--- src/rtl/clyde_sb_layer_seq_pkg.sv ---
// Shared constants for the Clyde S-box layer sequencer: S-box latency and
// the round-controller state encoding.
package clyde_sb_layer_seq_pkg;

    // Pipeline depth of the masked dual Spook S-box, in enabled cycles
    localparam int SPOOK_SBOX_LAT = 2;

    typedef enum logic [1:0] {
        ST_IDLE  = 2'd0,
        ST_RUN   = 2'd1,
        ST_DRAIN = 2'd2,
        ST_DONE  = 2'd3
    } sb_state_e;

endpackage

--- src/rtl/clyde_sb_layer_seq_tag_pipe.sv ---
// LAT-deep enabled shift register of {valid, idx} tags; it advances only
// when the gadget it shadows is enabled, so tags stay aligned with the data.
module MSKsb_tag_pipe #(
    parameter int LAT = 2,
    parameter int W   = 5
) (
    input  logic         clk,
    input  logic         rst,
    input  logic         en_i,
    input  logic         valid_i,
    input  logic [W-1:0] idx_i,
    output logic         valid_o,
    output logic [W-1:0] idx_o
);

    logic         valid_q [LAT];
    logic [W-1:0] idx_q   [LAT];

    genvar gi;
    generate
        for (gi = 0; gi < LAT; gi++) begin : g_stage
            always_ff @(posedge clk or posedge rst) begin
                if (rst) begin
                    valid_q[gi] <= 1'b0;
                    idx_q[gi]   <= '0;
                end else if (en_i) begin
                    if (gi == 0) begin
                        valid_q[gi] <= valid_i;
                        idx_q[gi]   <= idx_i;
                    end else begin
                        valid_q[gi] <= valid_q[gi-1];
                        idx_q[gi]   <= idx_q[gi-1];
                    end
                end
            end
        end
    endgenerate

    assign valid_o = valid_q[LAT-1];
    assign idx_o   = idx_q[LAT-1];

endmodule

--- src/rtl/clyde_sb_layer_seq.sv ---
// Issue/retire sequencer for the masked dual S-box: streams NCOL columns in
// order, paced on randomness, and tags which column leaves the S-box.
module clyde_sb_layer_seq
    import clyde_sb_layer_seq_pkg::*;
#(
    parameter int d    = 4,
    parameter int NCOL = 32,
    parameter int LAT  = SPOOK_SBOX_LAT,
    parameter int CW   = $clog2(NCOL)
) (
    input  logic          clk,
    input  logic          rst,
    input  logic          start,
    input  logic          inverse,
    output logic          busy,
    output logic          done,
    input  logic          rnd_valid,
    output logic          rnd_ready,
    output logic          sb_enable,
    output logic          sb_inverse,
    output logic          col_valid,
    output logic [CW-1:0] col_idx,
    output logic          wb_valid,
    output logic [CW-1:0] wb_col
);

    localparam int CNTW = CW + 1;
    localparam logic [CNTW-1:0] LAST_COL = CNTW'(NCOL - 1);

    generate
        if (d < 1 || LAT < 1 || LAT != SPOOK_SBOX_LAT) begin : g_bad_cfg
            $error("clyde_sb_layer_seq: invalid share count or S-box latency");
        end
    endgenerate

    sb_state_e       state_q, state_d;
    logic [CNTW-1:0] issue_q, issue_d;
    logic [CNTW-1:0] retire_q, retire_d;
    logic            inv_q, inv_d;
    logic            tail_valid;
    logic [CW-1:0]   tail_idx;

    always_ff @(posedge clk or posedge rst) begin
        if (rst) begin
            state_q  <= ST_IDLE;
            issue_q  <= '0;
            retire_q <= '0;
            inv_q    <= 1'b0;
        end else begin
            state_q  <= state_d;
            issue_q  <= issue_d;
            retire_q <= retire_d;
            inv_q    <= inv_d;
        end
    end

    always_comb begin
        state_d  = state_q;
        issue_d  = issue_q;
        retire_d = retire_q;
        inv_d    = inv_q;
        case (state_q)
            ST_IDLE: begin
                if (start) begin
                    state_d  = ST_RUN;
                    issue_d  = '0;
                    retire_d = '0;
                    inv_d    = inverse;
                end
            end
            ST_RUN: begin
                if (col_valid) begin
                    issue_d = issue_q + 1'b1;
                    if (issue_q == LAST_COL) state_d = ST_DRAIN;
                end
            end
            ST_DRAIN: begin
                if (wb_valid && retire_q == LAST_COL) state_d = ST_DONE;
            end
            default: state_d = ST_IDLE;
        endcase
        // Retirements can already happen in RUN once LAT columns are in flight
        if (wb_valid) retire_d = retire_q + 1'b1;
    end

    always_comb begin
        busy       = (state_q == ST_RUN) || (state_q == ST_DRAIN);
        done       = (state_q == ST_DONE);
        sb_enable  = busy && rnd_valid;
        rnd_ready  = sb_enable;
        sb_inverse = inv_q;
        col_valid  = (state_q == ST_RUN) && rnd_valid;
        col_idx    = issue_q[CW-1:0];
        wb_valid   = tail_valid && sb_enable;
        wb_col     = tail_idx;
    end

    MSKsb_tag_pipe #(
        .LAT (LAT),
        .W   (CW)
    ) u_tag_pipe (
        .clk     (clk),
        .rst     (rst),
        .en_i    (sb_enable),
        .valid_i (col_valid),
        .idx_i   (col_idx),
        .valid_o (tail_valid),
        .idx_o   (tail_idx)
    );

endmodule

--- config.mk ---
export PLATFORM = sky130hd
export DESIGN_NAME = clyde_sb_layer_seq
export DESIGN_NICKNAME = d
export VERILOG_FILES = /design/src/rtl/clyde_sb_layer_seq_pkg.sv /design/src/rtl/clyde_sb_layer_seq_tag_pipe.sv /design/src/rtl/clyde_sb_layer_seq.sv
export SDC_FILE = /design/constraint.sdc
export NUM_CORES = 1
export LEC_CHECK = 0
export CAP_MARGIN = 15
export CORE_MARGIN = 3
export CORE_UTILIZATION = 53
export CTS_CLUSTER_SIZE = 24
export DETAILED_ROUTE_END_ITERATION = 10
export GPL_ROUTABILITY_DRIVEN = 0
export PLACE_DENSITY = 0.88
export SETUP_SLACK_MARGIN = 0.02
export SLEW_MARGIN = 20
export SYNTH_ARGS = -nofsm -noshare
export SYNTH_HDL_FRONTEND = slang
export SYNTH_HIERARCHICAL = 1
export SYNTH_SLANG_ARGS = --single-unit
--- constraint.sdc ---
create_clock -name clk -period 2.7 [get_ports clk]
set_input_delay 0.27 -clock clk [delete_from_list [all_inputs] [get_ports clk]]
set_output_delay 0.27 -clock clk [all_outputs]
set_load 0.02 [all_outputs]
==> metrics, run 1 <==
DP Cell Count=166; placed cell areas=1623 um^2; RSZ-0062 raised after global routing=false; end-of-flow core utilization=64.38%; Die Height=58.80 um; vias=966; Reg2Reg Depth=6; Final Non-Filler Cells=170; pre-CTS setup slack=0.4740 ns; CP Launch Type=register; Period Utilization, post-route=92.63%; fmax=399.8 MHz; Main synth FF type=dfrtp_1; Synth Register Bits=27; max-cap violations=0; Routed Wire Length=2595 um; Clk Tree Root Cell=clkbuf_4; total CTS buffers=3; Area growth syn-to-layout=11.85%; syn avg cell area=11.54 um^2; fillcell total=210; Worst Hold Slack=0.2436 ns; CP Data Arrival Time=2.23 ns; Final Hold Viols=0; Die ar.=3457 um^2; share of Yosys cell area claimed by the top area cell type=45.72%; fin nets=153; Reg2Reg Launch Point=state_q[0]$_DFFE_PP0P_; Crit. End Element=output pin; Pins Over Slew Limit=0; setup slack, reg-to-reg=0.75 ns; number of antenna violations at the first check in global routing=0; power after layout=1.741 mW; I/O pins=22; Via-to-Cell Ratio=5.682; Reg clk slew, reported paths=0.15 ns; clk_skew=0.007686 ns; Peak VDD IR=0.6535 mV; Critical Path RT=2.43 ns; power per cell area=1053 nW/um^2; Post-Route Setup TNS=0 ns; share of layout cells above drive strength 1=20.00%; postcts setup bufs=0; Worst Hold Class=in -> async; number of synthesized flops with an enable pin=0; CP Class=reg -> out; r2r endpoint=state_q[1]$_DFFE_PP0P_; dpl hpwl=2016 um; Net Count, Synth=140; Multi-input gate area=665.6 um^2; routed len/inst=15.26 um; CTS sink count=27; Clk Latency, worst-skew pair=0.34 ns; sequential fraction of the synthesis area=45.72%; CTS Hold Bufs=0; DRC=0; H-tree level count=1; DR iter-0 viols=22; Synth area leaders=dfrtp_1 (46%), mux2_4 (11%), ha_1 (5.9%); commonest non-fill, non-tap cell in the layout=dfrtp_1; Mapped Cells=128; first-pass GRT wire length=4567 um; synthesized area=1478 um^2; CP max FO=8; Slew @ Worst Pin=0.6164 ns; Tmin final=2.501 ns; Max transition margin=57.73%; Post-CTS Resized=0; initial core utilization=57.55%; DRT Pass-1 Iters=4; grt total ovfl=0; Yosys Warn Count=6; number of global-route vias before repair=976; Post-synth ARST share=100.0%; FP Rows=18; # setup viols final=0; largest net degree at the start of global routing=17; largest area contributor in the synthesized netlist=dfrtp_1; status=complete, no violations; most frequent cells in the layout=dfrtp_1 (27), clkdlybuf4s50_1 (21), mux2_4 (11); post-route setup slack=0.1990 ns; CTS tree=done; clock buffer depth=2; Core ar.=2567 um^2; n_diodes=0; gr usage total=17.35%; register area=675.6 um^2; antenna-violating nets left=0; Die X-Extent=58.80 um; Netlist cell types=32; fin area=1653 um^2; Leakage=0.7848 nW; buffers added on ports=21
synth_stat cells (all sizes together) (3+ instances only):
master,count
ha,7
inv,7
dfrtp,27
nor2,7
a22o,4
nand3,4
o21ai,9
nand2,10
mux2,15
xnor2,3
buf,14
per-layer routing:
layer  routed length (um)  vias to the layer above  GRT usage (%)  part of all wire (%)
met3                  121                        6          4.167                   4.7
met1                 1135                      481          21.52                    44
met5                    0                        -              0                     0
met4                   44                        0          5.502                   1.7
met2                 1294                       23          29.65                    50
li1                     -                      456              -                     -
report_power, final:
part | switching, mW | internal (mW) | total [mW]
clock network | 0.124 | 0.0570 | 0.181
logic | 0.444 | 0.476 | 0.920
registers | 0.118 | 0.522 | 0.640
total | 0.686 | 1.05 | 1.74
final cells by class:
| cell class | instances | share of cell area, % |
|---|---|---|
| Timing Repair Buffer | 22 | 13.17 |
| Tap cell | 30 | 2.271 |
| Clock inverter | 1 | 0.4542 |
| Sequential cell | 27 | 40.88 |
| Clock buffer | 3 | 1.363 |
| Multi-Input combinational cell | 80 | 40.27 |
| Inverter | 7 | 1.590 |
state kept, by name, summed over array words and instances (netlist names):
| register | cells |
|---|---|
| u_tag_pipe/idx_o | 5 |
| state_q | 2 |
| retire_q | 6 |
| u_tag_pipe/valid_o | 1 |
| sb_inverse | 1 |
| u_tag_pipe/idx_q | 5 |
| u_tag_pipe/valid_q | 1 |
| issue_q | 6 |
critical path, cell delays in order, from the launching register on:
cell and delay (ns):
dfrtp_1 0.43, inv_1 0.10, ha_1 0.36, nand3_2 0.17, inv_1 0.20, clkdlybuf4s50_1 0.63
logic make-up after synthesis:
kind of cell,share of synthesized area [%]
muxes,15.58
and+or+nand+nor,12.28
adders and majority gates,5.927
xor gates and xnor gates,1.778
DFF,45.72
buffers and inverters,9.229
AOI/OAI and AO/OA,9.484
worst max-delay path by stage:
stage,to,cells after the start,start
after floorplan,state_q[1]$_DFFE_PP0P_,6,state_q[0]$_DFFE_PP0P_
after global placement,wb_valid,4,rnd_valid
after detailed placement,wb_valid,4,rnd_valid
after CTS,wb_valid,5,state_q[0]$_DFFE_PP0P_
after global routing,wb_valid,5,state_q[0]$_DFFE_PP0P_
final,wb_valid,5,state_q[0]$_DFFE_PP0P_
(Power assumes the default switching activity.)
==> inputs of run 2 (changes only) <==
CAP_MARGIN = not set   (was 15)
==> results of run 2 <==
Same layout as run 1: the final DEF is identical, and so are final timing and power.
==> inputs of run 3 (changes only) <==
--- a/constraint.sdc
+++ b/constraint.sdc
@@ -3,2 +3,2 @@
 set_output_delay 0.27 -clock clk [all_outputs]
-set_load 0.02 [all_outputs]
+set_load 0.1 [all_outputs]
==> run 3 against run 2 <==
Clock skew down 0.0021 ns. Routed wire length is 2.0% lower. Clock-buffer cell count is 1 higher. Sequential share of layout area increased by 0.25 points. Die area is the same. Via count fell by 3.6%. Global-route usage shrank 0.66 points. Final cell count down 0.59%. Sequential cell count stayed put. Fmax is 14% higher. Critical path depth fell by 1. Largest cell class unchanged.
==> metrics, run 3 (same netlist as run 1, synthesis figures left out) <==
status=complete, no violations; most frequent cells in the layout=dfrtp_1 (27), buf_4 (14), mux2_4 (11); Die ar.=3457 um^2; gr usage total=16.69%; first-pass GRT wire length=4395 um; Die X-Extent=58.80 um; Clk Tree Root Cell=clkbuf_4; initial core utilization=57.55%; CTS tree=done; fin area=1643 um^2; DR iter-0 viols=14; number of global-route vias before repair=978; Die Height=58.80 um; fmax=454.5 MHz; CTS Hold Bufs=0; routed len/inst=15.05 um; Critical Path RT=2.43 ns; vias=931; placed cell areas=1617 um^2; I/O pins=22; Area growth syn-to-layout=11.18%; Tmin final=2.200 ns; dpl hpwl=1981 um; Pins Over Slew Limit=0; commonest non-fill, non-tap cell in the layout=dfrtp_1; Post-Route Setup TNS=0 ns; FP Rows=18; Max transition margin=59.20%; Clk Latency, worst-skew pair=0.32 ns; DRC=0; CTS sink count=27; max-cap violations=0; CP Class=reg -> out; Period Utilization, post-route=81.50%; CP max FO=14; CP cell instances=inv_1 > ha_2 > and2_2 > buf_12; Final Hold Viols=0; fin nets=152; CP Launch Type=register; share of layout cells above drive strength 1=32.37%; Largest regs=issue_q: 6 flops, retire_q: 6 flops; total CTS buffers=3; H-tree level count=1; clock buffer depth=2; Slew @ Worst Pin=0.5949 ns; Crit. End Element=output pin; clk_skew=0.005551 ns; postcts setup bufs=0; Via-to-Cell Ratio=5.509; antenna-violating nets left=0; Worst Hold Class=in -> async; number of antenna violations at the first check in global routing=0; RSZ-0062 raised after global routing=false; Post-CTS Resized=0; DRT Pass-1 Iters=4; critical path's slowest cell=and2_2; n_diodes=0; grt total ovfl=0; Core ar.=2567 um^2; CP Data Arrival Time=1.93 ns; buffers added on ports=21; # setup viols final=0; largest net degree at the start of global routing=16; worst stage delay on the critical path=0.46 ns; Reg clk slew, reported paths=0.14 ns; Routed Wire Length=2544 um
[run 3: critical path, delay by kind of cell, from the launching register on]
family	cells	cell delay, ns
adder cells (fa/ha/maj)	1	0.37
flip-flops	1	0.44
AND/OR/NAND/NOR	1	0.46
buffers and inverters	2	0.33
[run 3: final timing paths]
kind | from | endpoint | slack, ns | depth (start not counted)
worst max-delay path | state_q[1]$_DFFE_PP0P_ | rnd_ready | 0.50 | 4
worst min-delay path | rst | u_tag_pipe/idx_o[2]$_DFFE_PP0P_ | 0.25 | 2
worst max register to register | state_q[1]$_DFFE_PP0P_ | state_q[1]$_DFFE_PP0P_ | 0.73 | 6
worst min register to register | retire_q[2]$_DFFE_PP0P_ | retire_q[2]$_DFFE_PP0P_ | 0.52 | 1
max in group asynchronous | rst | issue_q[4]$_DFFE_PP0P_ | 1.98 | 2
min in group clk | retire_q[2]$_DFFE_PP0P_ | retire_q[2]$_DFFE_PP0P_ | 0.52 | 1
[run 3: area by class of cell]
type	instances	area, um^2
Sequential cell	27	675.6
Multi-Input combinational cell	80	668.1
Fill cell	200	924.6
Timing Repair Buffer	21	205.2
Tap cell	30	37.54
Clock buffer	4	26.28
Inverter	7	30.03
[run 3: stage by stage]
stage                     utilization, %  setup slack (ns)  instances  hold WS, ns
after floorplan                        -            0.2780        128       0.1347
after global placement             62.96            0.6761        165       0.4887
after detailed placement           62.96            0.6274        165       0.4955
after CTS                          63.99            0.4815        169       0.2747
after global routing               63.99            0.3823        169       0.2879
final                              63.99            0.4996        169       0.2539
[run 3: per-layer routing]
| layer | part of all wire [%] | vias to the layer above | global-route usage [%] |
|---|---|---|---|
| li1 | - | 456 | - |
| met1 | 43 | 456 | 20.34 |
| met2 | 53 | 17 | 30.13 |
| met3 | 3.6 | 2 | 3.947 |
| met4 | 0.67 | 0 | 2.913 |
| met5 | 0 | - | 0 |
Power of run 3 is not shown: default switching activity piles up to over one toggle a cycle in this logic, so the estimate is an artifact.
